<file path="src/rtl/vga_display_ctrl.sv">
// Run-control and timing sequencer for the VGA frame counter.
// It divides clk into pixel ticks, drives the counter controls, registers sync/DE and schedules frame-boundary events.
module vga_display_ctrl #(
  parameter int H_SIZE    = 10,
  parameter int V_SIZE    = 10,
  parameter int PIX_DIV   = 2,
  parameter int H_DISPLAY = 640,
  parameter int H_FRONT   = 16,
  parameter int H_SYNC    = 96,
  parameter int V_DISPLAY = 480,
  parameter int V_FRONT   = 10,
  parameter int V_SYNC    = 2,
  parameter bit SYNC_POL  = 1'b0
) (
  input  logic              clk,
  input  logic              rst,
  input  logic              ctrl_start,
  input  logic              ctrl_stop,
  input  logic              buf_swap_req,
  input  logic [H_SIZE-1:0] fc_hcount,
  input  logic [V_SIZE-1:0] fc_vcount,
  input  logic              frame_end,
  input  logic              frame_display,
  output logic              fc_clear,
  output logic              fc_enable,
  output logic              vga_hsync,
  output logic              vga_vsync,
  output logic              vga_de,
  output logic              pix_valid,
  output logic              buf_sel,
  output logic              buf_swap_ack,
  output logic              running,
  output logic [15:0]       frame_cnt
);

  localparam int DIV_W = (PIX_DIV > 1) ? $clog2(PIX_DIV) : 1;
  localparam logic [DIV_W-1:0] DIV_LAST = DIV_W'(PIX_DIV - 1);

  // One extra bit keeps the sync window bounds from overflowing the count width.
  localparam logic [H_SIZE:0] H_SYNC_BEG = (H_SIZE + 1)'(H_DISPLAY + H_FRONT);
  localparam logic [H_SIZE:0] H_SYNC_END = (H_SIZE + 1)'(H_DISPLAY + H_FRONT + H_SYNC);
  localparam logic [V_SIZE:0] V_SYNC_BEG = (V_SIZE + 1)'(V_DISPLAY + V_FRONT);
  localparam logic [V_SIZE:0] V_SYNC_END = (V_SIZE + 1)'(V_DISPLAY + V_FRONT + V_SYNC);

  typedef enum logic [1:0] {
    IDLE  = 2'd0,
    RUN   = 2'd1,
    DRAIN = 2'd2
  } state_t;

  state_t           state;
  state_t           state_next;
  logic [DIV_W-1:0] div_cnt;
  logic             pix_tick;
  logic             boundary;
  logic             swap_pend;
  logic             swap_now;
  logic             h_active;
  logic             v_active;

  assign pix_tick  = (state != IDLE) && (div_cnt == DIV_LAST);
  assign boundary  = pix_tick && frame_end;
  assign running   = (state != IDLE);
  assign fc_clear  = (state == IDLE);
  assign fc_enable = pix_tick;

  assign h_active = ({1'b0, fc_hcount} >= H_SYNC_BEG) && ({1'b0, fc_hcount} < H_SYNC_END);
  assign v_active = ({1'b0, fc_vcount} >= V_SYNC_BEG) && ({1'b0, fc_vcount} < V_SYNC_END);

  always_ff @(posedge clk) begin
    if (rst) begin
      state <= IDLE;
    end else begin
      state <= state_next;
    end
  end

  // A start while draining cancels the pending stop, even on the boundary tick itself.
  always_comb begin
    state_next = state;
    case (state)
      IDLE: begin
        if (ctrl_start) begin
          state_next = RUN;
        end
      end
      RUN: begin
        if (ctrl_stop) begin
          state_next = DRAIN;
        end
      end
      DRAIN: begin
        if (ctrl_start) begin
          state_next = RUN;
        end else if (boundary) begin
          state_next = IDLE;
        end
      end
      default: begin
        state_next = IDLE;
      end
    endcase
  end

  always_ff @(posedge clk) begin
    if (rst) begin
      div_cnt <= '0;
    end else if ((state == IDLE) || pix_tick) begin
      div_cnt <= '0;
    end else begin
      div_cnt <= div_cnt + 1'b1;
    end
  end

  always_ff @(posedge clk) begin
    if (rst) begin
      vga_hsync <= ~SYNC_POL;
      vga_vsync <= ~SYNC_POL;
      vga_de    <= 1'b0;
      pix_valid <= 1'b0;
    end else begin
      vga_hsync <= (running && h_active) ? SYNC_POL : ~SYNC_POL;
      vga_vsync <= (running && v_active) ? SYNC_POL : ~SYNC_POL;
      vga_de    <= frame_display && running;
      pix_valid <= fc_enable;
    end
  end

  // While idle nothing is being scanned out, so a swap is safe immediately.
  always_comb begin
    swap_now = 1'b0;
    if (state == IDLE) begin
      swap_now = swap_pend || buf_swap_req;
    end else if (boundary) begin
      swap_now = swap_pend || buf_swap_req;
    end
  end

  always_ff @(posedge clk) begin
    if (rst) begin
      swap_pend    <= 1'b0;
      buf_sel      <= 1'b0;
      buf_swap_ack <= 1'b0;
    end else begin
      buf_swap_ack <= swap_now;
      if (swap_now) begin
        swap_pend <= 1'b0;
        buf_sel   <= ~buf_sel;
      end else if (buf_swap_req) begin
        swap_pend <= 1'b1;
      end
    end
  end

  always_ff @(posedge clk) begin
    if (rst) begin
      frame_cnt <= 16'd0;
    end else if (boundary) begin
      frame_cnt <= frame_cnt + 16'd1;
    end
  end

endmodule
</file>
<file path="config.mk">
export PLATFORM = sky130hd
export DESIGN_NAME = vga_display_ctrl
export DESIGN_NICKNAME = d
export VERILOG_FILES = /design/src/rtl/vga_display_ctrl.sv
export SDC_FILE = /design/constraint.sdc
export NUM_CORES = 1
export LEC_CHECK = 0
export ABC_AREA = 1
export BUFFER_PORTS_ARGS = -buffer_cell sky130_fd_sc_hd__buf_2
export CAP_MARGIN = 10
export CORE_UTILIZATION = 34
export CTS_BUF_LIST = sky130_fd_sc_hd__clkbuf_2
export CTS_CLUSTER_DIAMETER = 200
export CTS_CLUSTER_SIZE = 12
export DETAILED_ROUTE_END_ITERATION = 10
export PLACE_DENSITY = 0.58
export SLEW_MARGIN = 0
export SYNTH_ARGS = -nofsm -noshare
export SYNTH_HDL_FRONTEND = slang
export SYNTH_SLANG_ARGS = --single-unit
</file>
<file path="constraint.sdc">
create_clock -name clk -period 1.4 [get_ports clk]
set_input_delay 0.35 -clock clk [delete_from_list [all_inputs] [get_ports clk]]
set_output_delay 0.35 -clock clk [all_outputs]
set_load 0.02 [all_outputs]
</file>
======== After elaboration in Yosys (flattened, before gate mapping) ========
Index checks and enable logic that the tools add are counted.
cells by class
  add/sub/neg operators ................... 2
  magnitude comparators ................... 4
  mux-type cells .......................... 9
  bitwise gates (word level) .............. 1
  reduce and logical (&&, ||, !) cells .... 14
  equality and inequality tests ........... 5
operator list
  kind                     count
  $add A16 B1 Y16 const B  1
  $ge A10 B10 Y1 const B   1
  $ge A10 B9 Y1 const B    1
  $lt A10 B10 Y1 const B   1
  $lt A10 B9 Y1 const B    1
  $mux W2                  4
  $logic_and A1 B1 Y1      7
  $pmux W2 S3              1
  $mux W1                  4
  $ne A2 B2 Y1 const B     2
  $reduce_or A2 Y1         2
  $ne A3 B3 Y1 const B     1
  $reduce_and A3 Y1        1
  $eq A2 B1 Y1 const B     1
  $eq A2 B2 Y1 const B     1
  $logic_not A2 Y1         1
  $logic_or A1 B1 Y1       2
  $reduce_bool A2 Y1       1
  $add A1 B1 Y1 const B    1
  $not A1 Y1               1
word-level totals
  register bits ........................... 26
  input port bits ......................... 27
  word-level logic and storage cells ...... 45
  output and inout bits ................... 25

======== Depth between registers and ports, before layout ========
  word-level depth ........................ 6
  depth in mapped cells ................... 9
  mapped depth without buffers ............ 9

======== Worst setup path after synthesis ========
No wires, ideal clock.
  path type ............................... register to register
  start ................................... register frame_cnt[1]
  end ..................................... register frame_cnt[14]
  data required time ...................... 1336 ps
  setup time .............................. 64 ps
  path buffers ............................ 0
  clock period less this slack ............ 1429 ps
  arrival ................................. 1365 ps
  setup slack ............................. -29 ps
  stages on the path, launching flop included .. 10
  cell sequence ........................... dfxtp_1 -> ha_1 -> nand2_1 -> nor2_1 -> nand2_1 -> nor2_8 -> nand3_1 -> nand2_1 -> inv_1 -> nor2_1
between the ends
  word-level cells in the longest chain between the ends .. 1
ends and longest elaborated chain
  element                   line  RTL
  start: declaration        33    output logic [15:0] frame_cnt
  start signal: assignment  159   frame_cnt <= frame_cnt + 16'd1;
  $add A16 B1 Y16           159
No other way between the ends.
A chain may end at the register's enable or synchronous reset.

======== Worst setup path in the final report ========
  start ................................... register state[0]
  end ..................................... output port fc_enable
between the ends
  word-level cells in the longest chain between the ends .. 2
ends and longest elaborated chain
  element                   line  RTL
  start: declaration        51    state_t state;
  start signal: assignment  74    state <= state_next;
  $reduce_bool A2 Y1        61    assign pix_tick = (state != IDLE) && (div_cnt == DIV_LAST);
  $logic_and A1 B1 Y1       61
  end: declaration          25    output logic fc_enable,
No other way between the ends.

==> results by stage <==
Hold path:
- The path class of the tightest hold or removal check is in -> reg.

Worst setup path:
- The critical path startpoint category is a flip-flop.
- The maximum fanout along the worst path is 2.
- Data on the critical path arrives at its endpoint at 1110 ps.
- The worst setup path is of the reg -> out kind.
- STA classifies the critical path endpoint as an output pin.
- The endpoint required time on the critical path is 1050 ps.

Timing:
- The final-report max-slew violation count is 0.
- At the pin with the least slew margin, the transition time is 402 ps.
- For the final database, setup skew stands at 7.74 ps.
- For this run, the top clock speed supported by timing is 685 MHz.
- The number of setup violations in the final report is 3.
- The post-layout worst setup margin is -60.7 ps.
- The final period utilization is 1.04.
- Setup repair after global routing could not meet its margin everywhere.
- The number of hold violations in the final report was 0.
- The routed design could run at a clock period as short as 1460 ps.
- The worst hold slack across all endpoints is 169 ps.
- The normalized max-slew margin is 0.730.

Synthesis:
- The area fraction of the dominant cell type after synthesis is 0.413.
- The average instance in the mapped netlist occupies 6.81 um^2.
- By area the synthesized netlist is led by sky130_fd_sc_hd__dfxtp_1 41%, sky130_fd_sc_hd__nand2_1 13%, sky130_fd_sc_hd__inv_1 9.8%.
- The Yosys warning count is 0.
- The synthesized netlist occupies a cell area of 1260 um^2.
- The post-synthesis sequential area ratio is 0.413.
- The number of distinct library cell variants in the gate-level netlist after synthesis is 26.
- Synthesis produced a netlist with a net count of 213.
- The number of cells produced by synthesis is 185.
- The cell type contributing the most total cell area after synthesis is sky130_fd_sc_hd__dfxtp_1.
- After synthesis the netlist holds a flip-flop and latch count of 26.

Floorplan:
- The count of pins on the block boundary is 52.
- The area of the core is 3440 um^2.
- The area enclosed by the die boundary is 3950 um^2.
- After floorplanning, the core was divided into 21 placement rows.
- From bottom edge to top edge, the die measures 62.9 um.
- The chip width is 62.9 um.
- The initial cell density of the core is 0.366.

Cells and area:
- The combined flip-flop and latch cell area is 536 um^2.
- Relative to the synthesized area, the layout overhead comes to 41.5%.
- Of the cells placed in the final design, the portion with a size suffix greater than 1 is 0.386.
- The utilization after layout is 0.518.
- The total inserted antenna cells is 0.
- The multi-input combinational cells in the finished layout cover a total of 623 um^2.
- The net total in the final layout is 275.
- The layout filler cell count is 365.

Power:
- Summing internal, switching and leakage power gives 0.00145 W.
- The power density over the cells is 812 nW/um^2.
- VDD sags by at most 0.000493 V.
- The static leakage is 0.878 nW.

Global routing:
- The leftover overflow at the end of global routing is 0.
- The first-pass GRT wire length is 4.81 mm.
- The global routing usage summed across all routing layers is 0.150.
- The initial antenna violation count is 0.
- Entering global routing, the biggest net connects 16 pins.
- The number of global-route vias before repair came to 1179.

Clock network:
- The clock sink total is 26.
- Clock latency on the worst-skew pair, taken at its later pin, is 350 ps.
- Buffers inserted during clock tree synthesis total 3.
- The clock tree from TritonCTS is yes.
- CTS built an H-tree with a depth of 1.
- Counting along the longest clock path gives a buffer depth of 2.
- The clock transition at the registers of the reported paths is 250 ps.
- CTS placed an instance of sky130_fd_sc_hd__clkbuf_2 at the clock tree root.

Job:
- The number of maximum-capacitance constraint violations is 0.

Outcome:
- The final reports fail on setup timing.
- The run finished, with violations left.

Route:
- The count of nets left with antenna violations once routing finished came out at 0.
- After the first detailed-routing iteration, the DRC count stood at 73.
- The post-detailed-route via-to-cell ratio is 4.46.
- For this block, the routed nets add up to 2.82 mm of wire.
- For this block, the via count after detailed routing is 1302.
- Before antenna repair, the detailed router went through 4 iterations.
- After detailed routing, the average wire length per cell comes to 9.64 um.
- For this run, design rule violations remaining after detail routing come to 0.

Place:
- Routability-driven placement finished with a final weighted congestion of 0.814.
- The count of input and output buffers is 46.
- The half-perimeter wire length of the detailed placement result is 2.11 mm.
Yosys cell counts (all sizes together):
master  number
nand2       46
inv         36
dfxtp       26
nor2        26
nand3       13
a21oi       11
nor3         6
nand4        5
o21ai        4
buf          2
nand3b       2
nor3b        2
a211oi       1
clkbuf       1
ha           1
nor4         1
nor4b        1
or3          1
worst max-delay path: stages (launching register included):
cell                      delay (ps)
sky130_fd_sc_hd__dfxtp_2         390
sky130_fd_sc_hd__buf_6           120
sky130_fd_sc_hd__nor2_4           90
sky130_fd_sc_hd__nor2_2           50
sky130_fd_sc_hd__buf_6           120
cell usage in the layout (no fill, tap or decap), types with 2 or more instances in the layout:
cell type / n
sky130_fd_sc_hd__buf_2: 40
sky130_fd_sc_hd__buf_4: 11
sky130_fd_sc_hd__nand4_1: 5
sky130_fd_sc_hd__o21ai_0: 2
sky130_fd_sc_hd__nor2_4: 3
sky130_fd_sc_hd__a21oi_1: 10
sky130_fd_sc_hd__nand3_1: 12
sky130_fd_sc_hd__clkbuf_2: 3
sky130_fd_sc_hd__dfxtp_2: 12
sky130_fd_sc_hd__nand2_1: 42
sky130_fd_sc_hd__nor2_2: 2
sky130_fd_sc_hd__inv_2: 3
sky130_fd_sc_hd__buf_6: 9
sky130_fd_sc_hd__nand2_2: 3
sky130_fd_sc_hd__nand3b_1: 2
sky130_fd_sc_hd__dfxtp_1: 14
sky130_fd_sc_hd__nor2_1: 20
sky130_fd_sc_hd__inv_1: 32
sky130_fd_sc_hd__nor3b_1: 2
sky130_fd_sc_hd__nor3_1: 6
metal layers:
| metal | wire length, um | GRT usage | vias to the layer above |
|---|---|---|---|
| li1 | - | - | 701 |
| met1 | 1330 | 0.184 | 557 |
| met2 | 1270 | 0.249 | 40 |
| met3 | 179 | 0.0420 | 4 |
| met4 | 28 | 0.0494 | 0 |
| met5 | 0 | 0 | - |
path summary, 6_finish.rpt:
path | from | endpoint | slack [ps] | cells past startpoint
worst max-delay path | state[0]$_SDFFE_PP0P_ | fc_enable | -60 | 4
worst min-delay path | fc_vcount[8] | vga_vsync$_SDFF_PP1_ | 170 | 2
worst max register to register | state[0]$_SDFFE_PP0P_ | frame_cnt[12]$_SDFFE_PP0P_ | 10 | 10
worst min register to register | div_cnt$_SDFF_PP0_ | div_cnt$_SDFF_PP0_ | 480 | 1
area by class of cell:
type	instances	area share
well taps	46	0.0323
multi-input cells	120	0.349
clock buffers	3	0.00842
inverters	36	0.0772
repair buffers	60	0.215
clock inverters	1	0.0168
flip-flops and latches	26	0.300
where the power goes:
group,internal (W),switching [W]
sequential,0.000763,0.0000125
combinational,0.0000908,0.000105
clock,0.000246,0.000231
cells by family (layout without fill, tap and decap cells):
kind of cell	after synthesis	count (layout)	share of synthesized area
AOI/OAI and AO/OA	16	16	0.0685
adders and majority gates	1	1	0.00993
buffers and inverters	39	100	0.122
DFF	26	26	0.413
and+or+nand+nor	103	103	0.386
registers in the layout (all words and copies together), names as in the netlist:
name	flops
vga_de	1
buf_swap_ack	1
swap_pend	1
state	2
frame_cnt	16
pix_valid	1
vga_hsync	1
buf_sel	1
div_cnt	1
vga_vsync	1
timing repair:
action / 4_1_cts / 5_1_grt
buffers inserted: 4 / 0
pin swaps: 1 / 2
endpoints found under the setup margin: 4 / 24
hold buffers: 0 / 0
gates resized for setup: 11 / 29
through the flow:
stage	std cells	instance area [um^2]	setup TNS (ps)	worst slack (ps)
2_1_floorplan	185	1260	0	81.9
3_3_place_gp	284	1610	0	64.5
3_5_place_dp	284	1610	0	61.7
4_1_cts	292	1710	-209	-84.3
5_1_grt	292	1780	-1230	-163
6_report	292	1780	-143	-60.7
(Power assumes the default switching activity.)
